===== src/rtl/frame_word_packer.sv =====
// frame_word_packer: packs one RX port's post-SFD byte stream into words
// and fans each word out to every switch port except its own.
module frame_word_packer #(
    parameter int pDATA_WIDTH     = 8,
    parameter int pBYTES_PER_WORD = 4,
    parameter int pPORT_NUM       = 4,
    parameter int pSRC_PORT       = 0,
    parameter int pMAX_WORDS      = 384
) (
    input  logic                                   i_clk,
    input  logic                                   i_rst_n,
    input  logic [pDATA_WIDTH-1:0]                 i_data,
    input  logic                                   i_byte_valid,
    input  logic                                   i_sof,
    input  logic                                   i_eof,
    input  logic                                   i_rx_er,
    input  logic                                   i_dst_valid,
    input  logic [pPORT_NUM-1:0]                   i_dst_mask,
    output logic [pBYTES_PER_WORD*pDATA_WIDTH-1:0] o_data,
    output logic [pPORT_NUM-1:0]                   o_valid,
    output logic                                   o_sop,
    output logic                                   o_eop,
    output logic [$clog2(pBYTES_PER_WORD)-1:0]     o_empty,
    output logic [pPORT_NUM-1:0]                   o_delete,
    output logic [15:0]                            o_abort_cnt
);

    localparam int LW = $clog2(pBYTES_PER_WORD);
    localparam int WW = pBYTES_PER_WORD * pDATA_WIDTH;
    localparam int CW = $clog2(pMAX_WORDS + 1);
    localparam logic [pPORT_NUM-1:0] SRC_MASK =
        {{(pPORT_NUM-1){1'b0}}, 1'b1} << pSRC_PORT;
    localparam logic [pPORT_NUM-1:0] EN_INIT = ~SRC_MASK;

    typedef enum logic [1:0] {
        S_IDLE,
        S_PACK,
        S_DISCARD
    } state_t;

    state_t               state, state_n;
    logic [LW-1:0]        lane, lane_n, lane_b;
    logic [CW-1:0]        wcnt, wcnt_n, wcnt_b;
    logic [pPORT_NUM-1:0] en, en_n;
    logic [pPORT_NUM-1:0] sent, sent_n, sent_b;
    logic [WW-1:0]        word_q, word_n, word_b, word_w;
    logic [WW-1:0]        data_n;
    logic [pPORT_NUM-1:0] del_n;
    logic [LW-1:0]        empty_n;
    logic                 sop_n, eop_n;
    logic                 start, take, abort, emit, max_hit;

    // Next state, lane fill, mask pruning and word emission.
    always_comb begin
        state_n = state;
        lane_n  = lane;
        wcnt_n  = wcnt;
        en_n    = en;
        sent_n  = sent;
        word_n  = word_q;
        lane_b  = lane;
        wcnt_b  = wcnt;
        sent_b  = sent;
        word_b  = word_q;
        word_w  = word_q;
        data_n  = o_data;
        del_n   = '0;
        empty_n = '0;
        sop_n   = 1'b0;
        eop_n   = 1'b0;
        start   = 1'b0;
        take    = 1'b0;
        abort   = 1'b0;
        emit    = 1'b0;
        max_hit = i_byte_valid && (wcnt == CW'(pMAX_WORDS));

        unique case (state)
            S_IDLE, S_DISCARD: begin
                if (i_byte_valid && i_sof) begin
                    start = 1'b1;
                    take  = 1'b1;
                end else if (state == S_DISCARD && i_byte_valid && i_eof) begin
                    state_n = S_IDLE;
                end
            end
            S_PACK: begin
                if (i_rx_er || max_hit || (i_byte_valid && i_sof)) begin
                    abort  = 1'b1;
                    del_n  = en & sent;
                    en_n   = '0;
                    sent_n = '0;
                    lane_n = '0;
                    wcnt_n = '0;
                    word_n = '0;
                    if (i_byte_valid && i_eof) begin
                        state_n = S_IDLE;
                    end else if (i_rx_er || max_hit) begin
                        state_n = S_DISCARD;
                    end else begin
                        start = 1'b1;
                        take  = 1'b1;
                    end
                end else begin
                    if (i_dst_valid) begin
                        en_n  = en & i_dst_mask & ~SRC_MASK;
                        del_n = en & ~en_n & sent;
                        if (en_n == '0) state_n = S_DISCARD;
                    end
                    take = i_byte_valid;
                end
            end
            default: state_n = S_IDLE;
        endcase

        // A new frame always lands in lane 0 of an all-zero word.
        if (start) begin
            lane_b  = '0;
            wcnt_b  = '0;
            sent_b  = '0;
            word_b  = '0;
            en_n    = EN_INIT;
            state_n = S_PACK;
        end

        if (take) begin
            word_w = word_b;
            for (int k = 0; k < pBYTES_PER_WORD; k++) begin
                if (lane_b == LW'(k))
                    word_w[(pBYTES_PER_WORD-k)*pDATA_WIDTH-1 -: pDATA_WIDTH] = i_data;
            end
            if ((&lane_b) || i_eof) begin
                emit    = 1'b1;
                data_n  = word_w;
                sop_n   = (wcnt_b == '0);
                eop_n   = i_eof;
                // Lanes beyond lane_b are unused; ~lane_b == BPW-1-lane_b.
                empty_n = i_eof ? ~lane_b : '0;
                sent_n  = sent_b | en_n;
                lane_n  = '0;
                word_n  = '0;
                wcnt_n  = (&lane_b) ? wcnt_b + CW'(1) : wcnt_b;
                if (i_eof) state_n = S_IDLE;
            end else begin
                word_n = word_w;
                lane_n = lane_b + LW'(1);
                wcnt_n = wcnt_b;
                sent_n = sent_b;
            end
        end
    end

    // State register.
    always_ff @(posedge i_clk or negedge i_rst_n) begin
        if (!i_rst_n) state <= S_IDLE;
        else          state <= state_n;
    end

    // Datapath registers and output strobes.
    always_ff @(posedge i_clk or negedge i_rst_n) begin
        if (!i_rst_n) begin
            lane        <= '0;
            wcnt        <= '0;
            en          <= '0;
            sent        <= '0;
            word_q      <= '0;
            o_data      <= '0;
            o_valid     <= '0;
            o_sop       <= 1'b0;
            o_eop       <= 1'b0;
            o_empty     <= '0;
            o_delete    <= '0;
            o_abort_cnt <= '0;
        end else begin
            lane     <= lane_n;
            wcnt     <= wcnt_n;
            en       <= en_n;
            sent     <= sent_n;
            word_q   <= word_n;
            o_data   <= data_n;
            o_valid  <= emit ? en_n : '0;
            o_sop    <= emit & sop_n;
            o_eop    <= emit & eop_n;
            o_empty  <= emit ? empty_n : '0;
            o_delete <= del_n;
            if (abort && o_abort_cnt != 16'hFFFF)
                o_abort_cnt <= o_abort_cnt + 16'd1;
        end
    end

endmodule


===== config.mk =====
export PLATFORM = sky130hd
export DESIGN_NAME = frame_word_packer
export DESIGN_NICKNAME = d
export VERILOG_FILES = /design/src/rtl/frame_word_packer.sv
export SDC_FILE = /design/constraint.sdc
export NUM_CORES = 1
export LEC_CHECK = 0
export BUFFER_PORTS_ARGS = -buffer_cell sky130_fd_sc_hd__buf_2
export CAP_MARGIN = 10
export CORE_MARGIN = 5
export CORE_UTILIZATION = 35
export CTS_CLUSTER_DIAMETER = 50
export DETAILED_ROUTE_END_ITERATION = 7
export SKIP_LAST_GASP = 1
export SLEW_MARGIN = 20
export SYNTH_ARGS = -nofsm -noshare
export SYNTH_HDL_FRONTEND = slang
export SYNTH_SLANG_ARGS = --single-unit

===== constraint.sdc =====
create_clock -name i_clk -period 8.7 [get_ports i_clk]
set_input_delay 0.87 -clock i_clk [delete_from_list [all_inputs] [get_ports i_clk]]
set_output_delay 0.87 -clock i_clk [all_outputs]
set_load 0.02 [all_outputs]

==> impl_results.md <==
- Max-cap violations: 0
- Sw Ratio: 27.4%
- Total core area: 14600 um2
- Status: finished clean
- Worst hold slack: 0.471 ns
- Cts repair resizes: 0
- Relative slew margins: 48.6%
- WP data required: 9.05 ns
- Initial antenna violation count: 0
- Hold_buf cts: 0
- Cell area after synthesis: 5270 um2
- DRC: 0
- Pwr Density: 241 nW/um2
- Distinct cells, synth: 55
- Vias in the first global route: 3996
- Sink Count: 113
- Hold WC Path Type: flop to flop
- NetSw: 0.000416 W
- Worst path arrival time: 5.67 ns
- FMAX: 0.188 GHz
- Diode count: 0
- Setup TNS: 0 ns
- Non-Filler Instances: 756
- Peak VDD IR: 0.131 mV
- Clock transition at path regs: 0.05 ns
- DP HPWL: 8.45 mm
- Post-layout minimum cycle time: 5.32 ns
- Clk root buf: clkbuf_16
- Post-synthesis register bit count: 113
- Routability cong.: 0.828
- Core Rows: 44
- WHS Endpoint: o_data[25]$_DFFE_PN0P_
- Final worst-path cycle share: 61.2%
- Worst-Skew Late Latency: 0.41 ns
- Hold Path Origin: o_data[25]$_DFFE_PN0P_
- Endpoints failing setup: 0
- Sequential Area: 2830 um2
- Synth-to-Final Area Change: 19.6%
- FF-to-FF setup slack: 3.38 ns
- Post-Place Setup Slack: 2.69 ns
- Post-synth EDFFs: 0
- Worst-case reg-to-reg path depth: 12
- Sequential area share after synthesis: 53.6%
- CP startpoint kind: flop
- Synth top area share: 53.6%
- Crit Path Max Fanout: 71
- Final wirelength: 12.6 mm
- Setup CP Type: flop to flop
- RR Startpoint: wcnt[4]$_DFFE_PN0P_
- I/O pin count: 79
- Avg Cell Area, Syn: 10.7 um2
- Cells after Synth: 492
- Antenna-violating nets left: 0
- Synth area leaders: dfrtp_1 (54%), a22oi_1 (4.7%), nand2_1 (4.2%)
- Worst-case clock buffer depth: 2
- Worst-Margin Slew: 0.770 ns
- Vias: 4083
- Nets: 583
- Routed len/inst: 16.6 um
- Slew Viols, Final: 0
- Total gr overflow: 0
- Placed cells: 724
- Die footprint: 17600 um2
- Post-route setup slack: 3.38 ns
- Synth top cells by count: dfrtp_1 (113), nand2_1 (59), o21ai_0 (41), nor2b_1 (35), a22oi_1 (33)
- Flop pwr share: 40.3%
- Clock power frac: 44.0%
- Ys async rst share: 100%
- Starting Density: 36.0%
- Die Height: 133 um
- Int Pwr: 0.00111 W
- Global Route Usage Sum: 14.6%
- Most frequent cell after synthesis: dfrtp_1
- Layout cells sized above 1: 22.0%
- Post-synth top flop: dfrtp_1
- RSZ-0062 raised after global routing: false
- # Post-CTS Setup Buffers: 0
- Vias per cell: 5.40
- Global-route wire length before repair: 20.7 mm
- Warnings from Yosys: 0
- Synth area leader: dfrtp_1
- Net count after synthesis: 516
- # H-tree levels: 4
- Crit path capture type: flop
- Layout Skew: 0.0103 ns
- Lkg Pwr: 3.02 nW
- Worst hold path depth: 2
- Largest net degree at the start of global routing: 72
- R2r endpoint: wcnt[6]$_DFFE_PN0P_
- Combinational power share: 15.7%
- Multi-input gate area: 2250 um2
- Die width: 133 um
- Clock buffer count from CTS: 17
- Port Buffers: 77
- Filler cells: 1418
- TritonCTS clock tree: done
- Final Hold Vio Count: 0
- Initial drt markers: 308
- DR pass1 iterations: 5
-- cell type report --
type,count,share of cell area [%]
multi-input combinational,343,35.6
timing repair buffer,79,6.39
clock inverter,4,0.714
tap,184,3.65
sequential,113,44.8
inverter,5,0.298
clock buffer,28,8.51
-- worst max path at each step --
stage | start | endpoint | slack (ns) | cells after the start
after floorplan | wcnt[4]$_DFFE_PN0P_ | sent[1]$_DFFE_PN0P_ | 5.23 | 15
after global placement | i_byte_valid | sent[1]$_DFFE_PN0P_ | 2.79 | 13
after detailed placement | i_byte_valid | wcnt[6]$_DFFE_PN0P_ | 2.69 | 13
after CTS | wcnt[4]$_DFFE_PN0P_ | sent[3]$_DFFE_PN0P_ | 2.98 | 12
after global routing | wcnt[4]$_DFFE_PN0P_ | wcnt[6]$_DFFE_PN0P_ | 2.95 | 12
final | wcnt[4]$_DFFE_PN0P_ | wcnt[6]$_DFFE_PN0P_ | 3.38 | 12
-- metrics by stage --
step / utilization (%) / area [um2] / power (W)
4_1_cts: 43.0 / 6300 / 0.00154
3_3_place_gp: 39.1 / 5720 / 0.000857
3_5_place_dp: 39.1 / 5720 / 0.000864
2_1_floorplan: - / 5270 / 0.000776
6_report: 43.1 / 6310 / 0.00152
5_1_grt: 43.1 / 6310 / 0.00159
-- critical path, stage by stage (launching register included) --
cell and delay (ns):
dfrtp_1 0.45, or4_4 0.60, nor3_2 0.58, a21o_1 0.65
buf_4 0.44, nand2_1 0.15, inv_1 0.13, ha_1 0.64
nor2_1 0.30, nand3b_1 0.25, or3_4 0.64, nor3_1 0.26
o22a_1 0.16
-- power groups by stage --
stage                     clock network, W  logic [W]  registers, W
after floorplan                          0   0.000117      0.000659
after global placement                   0   0.000237      0.000620
after detailed placement                 0   0.000241      0.000623
after CTS                         0.000684   0.000242      0.000614
after global routing              0.000710   0.000264      0.000620
final                             0.000670   0.000238      0.000614
-- layer usage --
| layer | routed length, um | share of wire (%) | vias up | GRT usage, % |
|---|---|---|---|---|
| met1 | 5700 | 45 | 2039 | 18.8 |
| li1 | - | - | 1942 | - |
| met4 | 132 | 1.1 | 0 | 5.37 |
| met3 | 613 | 4.9 | 10 | 4.63 |
| met2 | 6110 | 49 | 92 | 23.3 |
| met5 | 0 | 0 | - | 0 |
-- flip-flops by register name, summed over array words and instances, names as in the netlist --
register	flops
o_delete	4
wcnt	9
sent	4
state	2
o_data	32
en	4
o_sop	1
word_q	32
o_empty	2
o_valid	4
o_abort_cnt	16
o_eop	1
lane	2
-- cells in the final DEF, fill, tap and decap left out, types with 2 or more instances in the layout --
cell and instances:
a22o_1 24, o21ai_1 5, a21o_1 3, clkbuf_1 4
clkbuf_8 7, xor2_1 2, and3_1 12, ha_1 5
buf_2 76, nand2_1 59, o221ai_1 3, nor3_1 4
nand4_1 10, a41oi_1 3, a22oi_1 33, nand3b_1 2
a31o_2 4, nor2_1 9, a21oi_1 8, clkinv_2 3
buf_4 3, nand3_1 13, inv_1 5, clkbuf_16 17
dfrtp_1 113, o21ai_0 41, a32o_1 3, and3b_1 2
and2_1 11, a211oi_1 2, or3_4 2, o21ai_2 3
and3_4 3, nor2b_1 35, and4_1 2, xnor2_1 13
o31ai_1 8
-- kinds of logic after synthesis --
group,share of synthesized area [%]
adder cells (fa/ha/maj),1.19
AO/OA/AOI/OAI,20.6
XOR/XNOR,2.49
AND/OR/NAND/NOR,18.2
flip-flops,53.6
buffers and inverters,3.87
Power figures use the tool's default switching activity.
